<file path="config.mk">
export PLATFORM = sky130hd
export DESIGN_NAME = full_adder_mux_cells
export DESIGN_NICKNAME = d
export VERILOG_FILES = /design/src/rtl/alu_pkg.sv /design/src/rtl/full_adder.sv /design/src/rtl/mux2.sv /design/src/rtl/mux4.sv /design/src/rtl/mux8.sv /design/src/rtl/full_adder_mux_cells.sv
export SDC_FILE = /design/constraint.sdc
export NUM_CORES = 1
export LEC_CHECK = 0
export CAP_MARGIN = 30
export CORE_AREA = 2 2 39 41
export DETAILED_ROUTE_END_ITERATION = 6
export DIE_AREA = 0 0 41 43
export GPL_TIMING_DRIVEN = 0
export SYNTH_ARGS = -nofsm -noshare
export SYNTH_HDL_FRONTEND = slang
export SYNTH_SLANG_ARGS = --single-unit
</file>
<file path="constraint.sdc">
create_clock -name clk -period 1 [get_ports clk]
set_clock_uncertainty 0.15 [all_clocks]
set_input_delay 0.15 -clock clk [delete_from_list [all_inputs] [get_ports clk]]
set_output_delay 0.15 -clock clk [all_outputs]
set_load 0.01 [all_outputs]
</file>
<file path="src/rtl/alu_pkg.sv">
// Shared constants for the ALU leaf cells.
// Gate delay and ALU control encodings.
`timescale 1ps/1ps
package alu_pkg;
  localparam int GATE_DELAY = 50;

  localparam logic [2:0] ALU_PASS_B   = 3'b000;
  localparam logic [2:0] ALU_ADD      = 3'b010;
  localparam logic [2:0] ALU_SUBTRACT = 3'b011;
  localparam logic [2:0] ALU_AND      = 3'b100;
  localparam logic [2:0] ALU_OR       = 3'b101;
  localparam logic [2:0] ALU_XOR      = 3'b110;
  localparam logic [2:0] ALU_PASS_A   = 3'b111;
endpackage

</file>
<file path="src/rtl/full_adder.sv">
// One-bit full adder from delayed gates.
// Sum is two xor levels, carry three levels.
`timescale 1ps/1ps
module full_adder #(
  parameter int GATE_DELAY = alu_pkg::GATE_DELAY
) (
  input  logic A,
  input  logic B,
  input  logic carryin,
  output logic out,
  output logic carryout
);
  logic axb;
  logic ab;
  logic cx;

  xor #(GATE_DELAY) u_x1 (axb, A, B);
  xor #(GATE_DELAY) u_x2 (out, axb, carryin);
  and #(GATE_DELAY) u_a1 (ab, A, B);
  and #(GATE_DELAY) u_a2 (cx, carryin, axb);
  or  #(GATE_DELAY) u_o1 (carryout, ab, cx);
endmodule

</file>
<file path="src/rtl/mux2.sv">
// 2:1 mux from delayed gates.
// The deselected leg is forced to 0, so X there cannot leak.
`timescale 1ps/1ps
module mux2 #(
  parameter int GATE_DELAY = alu_pkg::GATE_DELAY
) (
  input  logic a,
  input  logic b,
  input  logic sel,
  output logic out
);
  logic nsel;
  logic pa;
  logic pb;

  not #(GATE_DELAY) u_n  (nsel, sel);
  and #(GATE_DELAY) u_aa (pa, a, nsel);
  and #(GATE_DELAY) u_ab (pb, b, sel);
  or  #(GATE_DELAY) u_o  (out, pa, pb);
endmodule

</file>
<file path="src/rtl/mux4.sv">
// 4:1 mux as a tree of three 2:1 muxes.
// sel[0] picks within pairs, sel[1] picks the pair.
`timescale 1ps/1ps
module mux4 #(
  parameter int GATE_DELAY = alu_pkg::GATE_DELAY
) (
  input  logic [3:0] in,
  input  logic [1:0] sel,
  output logic       out
);
  logic lo;
  logic hi;

  mux2 #(.GATE_DELAY(GATE_DELAY)) u_lo (
    .a(in[0]), .b(in[1]), .sel(sel[0]), .out(lo)
  );
  mux2 #(.GATE_DELAY(GATE_DELAY)) u_hi (
    .a(in[2]), .b(in[3]), .sel(sel[0]), .out(hi)
  );
  mux2 #(.GATE_DELAY(GATE_DELAY)) u_top (
    .a(lo), .b(hi), .sel(sel[1]), .out(out)
  );
endmodule

</file>
<file path="src/rtl/mux8.sv">
// 8:1 mux with enable: in[sel] when en, else 0.
// Two 4:1 halves, a 2:1 on sel[2], then gated by en.
`timescale 1ps/1ps
module mux8 #(
  parameter int GATE_DELAY = alu_pkg::GATE_DELAY
) (
  input  logic [7:0] in,
  input  logic [2:0] sel,
  input  logic       en,
  output logic       out
);
  logic lo;
  logic hi;
  logic pick;

  mux4 #(.GATE_DELAY(GATE_DELAY)) u_lo (
    .in(in[3:0]), .sel(sel[1:0]), .out(lo)
  );
  mux4 #(.GATE_DELAY(GATE_DELAY)) u_hi (
    .in(in[7:4]), .sel(sel[1:0]), .out(hi)
  );
  mux2 #(.GATE_DELAY(GATE_DELAY)) u_top (
    .a(lo), .b(hi), .sel(sel[2]), .out(pick)
  );
  and #(GATE_DELAY) u_en (out, pick, en);
endmodule

</file>
<file path="src/rtl/full_adder_mux_cells.sv">
// Characterisation wrapper: one of each leaf cell
// with registered outputs and synchronous reset.
`timescale 1ps/1ps
module full_adder_mux_cells #(
  parameter int GATE_DELAY = alu_pkg::GATE_DELAY
) (
  input  logic       clk,
  input  logic       reset,
  input  logic       fa_a,
  input  logic       fa_b,
  input  logic       fa_cin,
  output logic       fa_sum,
  output logic       fa_cout,
  input  logic       m2_a,
  input  logic       m2_b,
  input  logic       m2_sel,
  output logic       m2_out,
  input  logic [7:0] m8_in,
  input  logic [2:0] m8_sel,
  input  logic       m8_en,
  output logic       m8_out
);
  logic fa_sum_c, fa_cout_c, m2_c, m8_c;
  logic fa_sum_d, fa_cout_d, m2_out_d, m8_out_d;
  logic fa_sum_q, fa_cout_q, m2_out_q, m8_out_q;

  full_adder #(.GATE_DELAY(GATE_DELAY)) u_fa (
    .A(fa_a), .B(fa_b), .carryin(fa_cin),
    .out(fa_sum_c), .carryout(fa_cout_c)
  );
  mux2 #(.GATE_DELAY(GATE_DELAY)) u_m2 (
    .a(m2_a), .b(m2_b), .sel(m2_sel), .out(m2_c)
  );
  mux8 #(.GATE_DELAY(GATE_DELAY)) u_m8 (
    .in(m8_in), .sel(m8_sel), .en(m8_en), .out(m8_c)
  );

  // Next output values: reset wins over captured cell results.
  always_comb begin
    fa_sum_d  = fa_sum_c;
    fa_cout_d = fa_cout_c;
    m2_out_d  = m2_c;
    m8_out_d  = m8_c;
    if (reset) begin
      fa_sum_d  = 1'b0;
      fa_cout_d = 1'b0;
      m2_out_d  = 1'b0;
      m8_out_d  = 1'b0;
    end
  end

  // Output registers.
  always_ff @(posedge clk) begin
    fa_sum_q  <= fa_sum_d;
    fa_cout_q <= fa_cout_d;
    m2_out_q  <= m2_out_d;
    m8_out_q  <= m8_out_d;
  end

  assign fa_sum  = fa_sum_q;
  assign fa_cout = fa_cout_q;
  assign m2_out  = m2_out_q;
  assign m8_out  = m8_out_q;
endmodule

</file>
==> metrics.md, run 1 <==
| Metric | Value |
|---|---|
| Core Footprint | 1384 µm² |
| Fillers | 145 |
| Netlist Area Pre-Place | 206.4 µm² |
| Yosys Warn Count | 0 |
| Number of global-route vias before repair | 251 |
| Sequential area share after synthesis | 0.3879 |
| Num ports | 24 |
| Sw Pwr | 121.8 µW |
| Status | complete, no violations |
| Complex-gate fraction of the synthesized area | 0.09091 |
| Number of detailed-route iterations in the first pass | 1 |
| Maximum vdd drop | 0.0004588 V |
| Setup TNS | 0 ps |
| Main combinational cell family by area after synthesis | multiplexers |
| Buffers & Inverters on Critical Path | 1 |
| Max_cap viols | 0 |
| Die width | 41 µm |
| N_diodes | 0 |
| Worst path max stage delay | 410 ps |
| Worst-path clk slew | 40 ps |
| Combinational power share | 0.284 |
| Slowest-stage cell, CP | fa_1 |
| Worst Path Required | 970 ps |
| WP data arrival | 940 ps |
| Syn avg cell area | 12.14 µm² |
| Initial antenna violation count | 0 |
| Rows | 14 |
| Int Pwr | 398.8 µW |
| Dpl cells | 56 |
| Post-synthesis xor/xnor area fraction | 0 |
| Critical path peak fanout | 1 |
| Clock Tree Buf Depth | 2 |
| Top cell type by total area after synthesis | dfxtp_1 |
| Post-synthesis net count | 38 |
| Final setup viols | 0 |
| Critical Path Sink Type | register |
| Final count of pins violating max slew | 0 |
| Largest net degree at the start of global routing | 5 |
| Clock Power Share | 0.381 |
| Cells after Synth | 17 |
| Cts hold-fix bufs | 0 |
| Total Power | 520.6 µW |
| Root Driver | clkbuf_4 |
| First-pass GRT wire length | 924 µm |
| Share of layout cells above drive strength 1 | 0.3953 |
| Sw frac | 0.2339 |
| Critical path class | input port to register |
| Routed via count | 234 |
| Initial Utilization | 0.1492 |
| Synth-to-Final Area Change | 144.8% |
| Pwr Density | 1030 nW/µm² |
| Total number of H-tree levels | 1 |
| Mux contribution to synthesized area | 0.2303 |
| RSZ-0062 raised after global routing | false |
| PortBufs | 23 |
| DR WL/cell | 9.729 µm |
| Nets | 66 |
| Worst hold path type | input port to register |
| Worst-Margin Slew | 313.7 ps |
| Final WL | 574 µm |
| Post-Synth Simple-Gate Area | 0.1758 |
| Number of buffers created by CTS | 3 |
| Hold Vio Cnt, Final | 0 |
| Crit path max-delay family | adder cells |
| Via density | 3.966 |
| Post CTS Setup Buffer Count | 0 |
| Die Y | 43 µm |
| Routability Congestion | 0.5607 |
| Tot GR Track Use | 0.08124 |
| DRT antenna net count | 0 |
| Gr ovfl total | 0 |
| # clock sinks | 4 |
| FMAX | 1034 MHz |
| Area contributors post-synth | dfxtp_1, mux4_1, fa_1, nor2b_1, mux2_2 |
| Final min period | 966.8 ps |
| Post-layout util | 0.3653 |
| # DRC | 0 |
| Rel. slew slack | 0.7909 |
| Adder-Cell Fraction of Synth Area | 0.09697 |
| Top-area cell type share of the netlist area | 0.3879 |
| CTS tree | built |
| FF+latch count, synth | 4 |
| Startpoint type of the worst setup path | input port |
| Sequential Power Share | 0.336 |
| Non-Filler Instances | 59 |
| Initial DRC Count | 0 |
| Leakage | 0.0002201 µW |
| Die area | 1763 µm² |
| Fin crit share | 0.9668 |
| Critical Path, Cell by Cell | dlygate4sd2_1, fa_1, nor2b_1 |
| Distinct cells, synth | 12 |
## cells in the mapped netlist
cell type	number
dfxtp_1	4
mux4_1	1
fa_1	1
nor2_1	1
mux2_2	1
nor2b_1	3
nor3b_1	1
a2111oi_0	1
a2111oi_1	1
mux2i_1	1
nand2b_1	1
inv_1	1
## stage by stage
step | hold WS, ps | worst slack [ps] | instance area (µm²)
2_1_floorplan | 71.61 | -28.95 | 202.7
3_3_place_gp | 575.5 | -603.9 | 452.9
3_5_place_dp | 579.8 | -624.5 | 452.9
4_1_cts | 147.1 | 4.158 | 503.0
5_1_grt | 146.3 | 1.536 | 505.5
6_report | 138.2 | 33.20 | 505.5
## cells by family after synthesis
family | Yosys count
compound gates | 2
fa+ha+maj | 1
buf+inv | 1
flops | 4
mux | 3
simple gates | 6
## state kept, by name, indices dropped and copies added, names as in the netlist
| name | flops |
|---|---|
| fa_cout | 1 |
| fa_sum | 1 |
| m2_out | 1 |
| m8_out | 1 |
## power by group through the flow
stage          Combinational (µW)  Sequential [µW]  Clock [µW]
6_report                      148              175         198
5_1_grt                       162              176         217
4_1_cts                       149              175         207
3_5_place_dp                  145              178           0
3_3_place_gp                  145              177           0
2_1_floorplan                30.2              185           0
## routing by layer
metal | share of wire | wire length [µm] | GRT usage | vias to the layer above
met4 | 0 | 0 | 0.06000 | 0
met2 | 0.61 | 350 | 0.1406 | 10
met5 | 0 | 0 | 0 | -
li1 | - | - | - | 115
met3 | 0.073 | 42 | 0.03141 | 0
met1 | 0.32 | 181 | 0.06731 | 109
## worst paths after layout
path	start	endpoint	cells after the start
worst max-delay path	fa_cin	fa_sum	3
worst min-delay path	reset	fa_sum	2
## layout by cell type, fill, tap and decap left out
master and instances:
nor2b_4 1, nand2b_4 1, mux4_2 1, clkbuf_4 3
buf_4 1, inv_2 1, a2111oi_4 2, clkdlybuf4s50_1 3
dfxtp_1 4, nor3b_4 1, mux2i_1 1, fa_1 1
nor2_1 1, clkdlybuf4s15_1 7, mux2_4 1, buf_2 5
nor2b_1 2, dlygate4sd2_1 7
## area by class of cell
| type | count | area (µm²) | share of cell area |
|---|---|---|---|
| Timing Repair Buffer | 23 | 193.9 | 0.3837 |
| Multi-Input combinational cell | 12 | 185.2 | 0.3663 |
| Sequential cell | 4 | 80.08 | 0.1584 |
| Clock buffer | 3 | 22.52 | 0.04455 |
| Tap cell | 16 | 20.02 | 0.03960 |
| Inverter | 1 | 3.754 | 0.007426 |
## timing repair
action | 4_1_cts | 5_1_grt
gates resized for setup | 56 | 2
setup endpoints to repair | 7 | 2
pin swaps | 3 | 2
No activity file was read; power rests on OpenSTA's default activity.
==> run 2: changes to the inputs <==
--- a/config.mk
+++ b/config.mk
@@ -5,7 +5,6 @@
 export SDC_FILE = /design/constraint.sdc
 export NUM_CORES = 1
 export LEC_CHECK = 0
-export CAP_MARGIN = 30
 export CORE_AREA = 2 2 39 41
 export DETAILED_ROUTE_END_ITERATION = 6
 export DIE_AREA = 0 0 41 43
==> results of run 2 <==
Same layout as run 1: the final DEF is identical, and so are final timing and power.
==> run 3: changes to the inputs <==
==> constraint.sdc (replaced) <==
create_clock -name clk -period 1 [get_ports clk]
set_clock_uncertainty 0.15 [all_clocks]
set_input_delay 0.15 -clock clk [delete_from_list [all_inputs] [get_ports clk]]
set_output_delay 0.15 -clock clk [all_outputs]
set_load 0.1 [all_outputs]
==> run 3 against run 2 <==
  * The flow now finishes with violations (negative setup slack)
  * Global-route usage is 1.5 points higher
  * Utilization up 5.3 points
  * Count of clock-buffer cells in the layout unchanged
  * Critical endpoint is now fa_sum
  * Largest power group is now combinational cells
  * Highest routed layer unchanged
==> metrics.md, run 3 (same netlist as run 1, synthesis figures left out) <==
| Metric | Value |
|---|---|
| Status | complete, but fails checks |
| Failing checks | negative setup slack |
| Critical Path Sink Type | primary output |
| Hold Worst Slack | 147.4 ps |
| Share of layout cells above drive strength 1 | 0.5116 |
| Clock Power Share | 0.295 |
| DRT antenna net count | 0 |
| Maximum vdd drop | 0.0004488 V |
| Core Footprint | 1384 µm² |
| Tot GR Track Use | 0.09668 |
| HP Start | reset |
| Via density | 4.119 |
| Rel. slew slack | 0.7922 |
| Crit path max-delay family | flip-flops |
| Number of global-route vias before repair | 262 |
| Buffers & Inverters on Critical Path | 1 |
| Die area | 1763 µm² |
| DR WL/cell | 12.56 µm |
| Post-route worst setup slack | -28.41 ps |
| # clock sinks | 4 |
| Combinational power share | 0.424 |
| Die width | 41 µm |
| Sequential Power Share | 0.281 |
| Gr ovfl total | 0 |
| Clock Tree Buf Depth | 2 |
| Total number of H-tree levels | 1 |
| Rows | 14 |
| Root Driver | clkbuf_4 |
| Initial DRC Count | 6 |
| WP data arrival | 730 ps |
| Initial Utilization | 0.1492 |
| Min-Delay Endpoint | fa_sum |
| Hold Vio Cnt, Final | 0 |
| Dpl cell area | 457.9 µm² |
| Routability Congestion | 0.6709 |
| Worst hold path type | input port to register |
| Num ports | 24 |
| PortBufs | 23 |
| Final WL | 741 µm |
| FMAX | 972.4 MHz |
| Synth-to-Final Area Change | 180.6% |
| Sw Pwr | 211.1 µW |
| Final Instance Area | 579.3 µm² |
| Critical path peak fanout | 1 |
| Number of detailed-route iterations in the first pass | 2 |
| Commonest non-fill, non-tap cell in the layout | clkdlybuf4s15_1 |
| Setup TNS | -110.6 ps |
| Worst Path Required | 700 ps |
| Pwr Density | 1136 nW/µm² |
| N_diodes | 0 |
| Largest net degree at the start of global routing | 5 |
| RSZ-0062 raised after global routing | true |
| Total Power | 658.1 µW |
| Sw frac | 0.3207 |
| Initial antenna violation count | 0 |
| Nets | 66 |
| Critical Path, Cell by Cell | buf_12 |
| Die Y | 43 µm |
| Final setup viols | 4 |
| Startpoint type of the worst setup path | register |
| Setup WS pre-CTS | -715.9 ps |
| Worst-Margin Slew | 311.7 ps |
| Max_cap viols | 0 |
| Worst-path clk slew | 40 ps |
| Hold Crit Depth | 2 |
| Final min period | 1028 ps |
| CTS tree | built |
| Cell count along the critical path | 1 |
| Leakage | 0.0002366 µW |
| Fin crit share | 1.028 |
| Worst path max stage delay | 330 ps |
| # DRC | 0 |
| Cts hold-fix bufs | 0 |
| Int Pwr | 447.0 µW |
| Critical path class | register to primary output |
| Final count of pins violating max slew | 0 |
| Routed via count | 243 |
| Slowest-stage cell, CP | dfxtp_2 |
| Number of buffers created by CTS | 3 |
| First-pass GRT wire length | 1007 µm |
## run 3: per-layer routing
layer	global-route usage	up-vias	routed length, µm
met5	0	-	0
met4	0.08000	0	0
met3	0.07853	0	125
met2	0.1125	24	317
met1	0.1071	105	298
li1	-	114	-
## run 3: power by group through the flow
stage	clock network, µW	registers [µW]	logic (µW)
floorplan	0	270	30.2
global placement	0	180	228
detailed placement	0	180	228
CTS	207	185	256
global route	215	185	294
finish	194	185	279
## run 3: worst max path at each step
stage	end	slack [ps]	from
after floorplan	m8_out	-40	m8_sel[0]
after global placement	fa_cout	-720	fa_cout
after detailed placement	fa_sum	-720	fa_sum
after CTS	fa_cout	-40	fa_cout
after global routing	fa_sum	-50	fa_sum
final	fa_sum	-30	fa_sum
## run 3: cell type report
class | count | area [µm²]
clock buffers | 3 | 22.52
fillers | 140 | 804.5
inverters | 1 | 3.754
multi-input cells | 12 | 185.2
flip-flops and latches | 4 | 85.08
well taps | 16 | 20.02
repair buffers | 23 | 262.8
## run 3: what timing repair did
| item | 4_1_cts | 5_1_grt |
|---|---|---|
| gates resized for setup | 71 | 13 |
| buffers inserted | 0 | 0 |
| pin swaps | 3 | 3 |
| endpoints found under the setup margin | 7 | 6 |
## run 3: metrics by stage
stage	util	instances
2_1_floorplan	-	17
3_3_place_gp	0.3309	56
3_5_place_dp	0.3309	56
4_1_cts	0.3906	59
5_1_grt	0.4186	59
6_report	0.4186	59
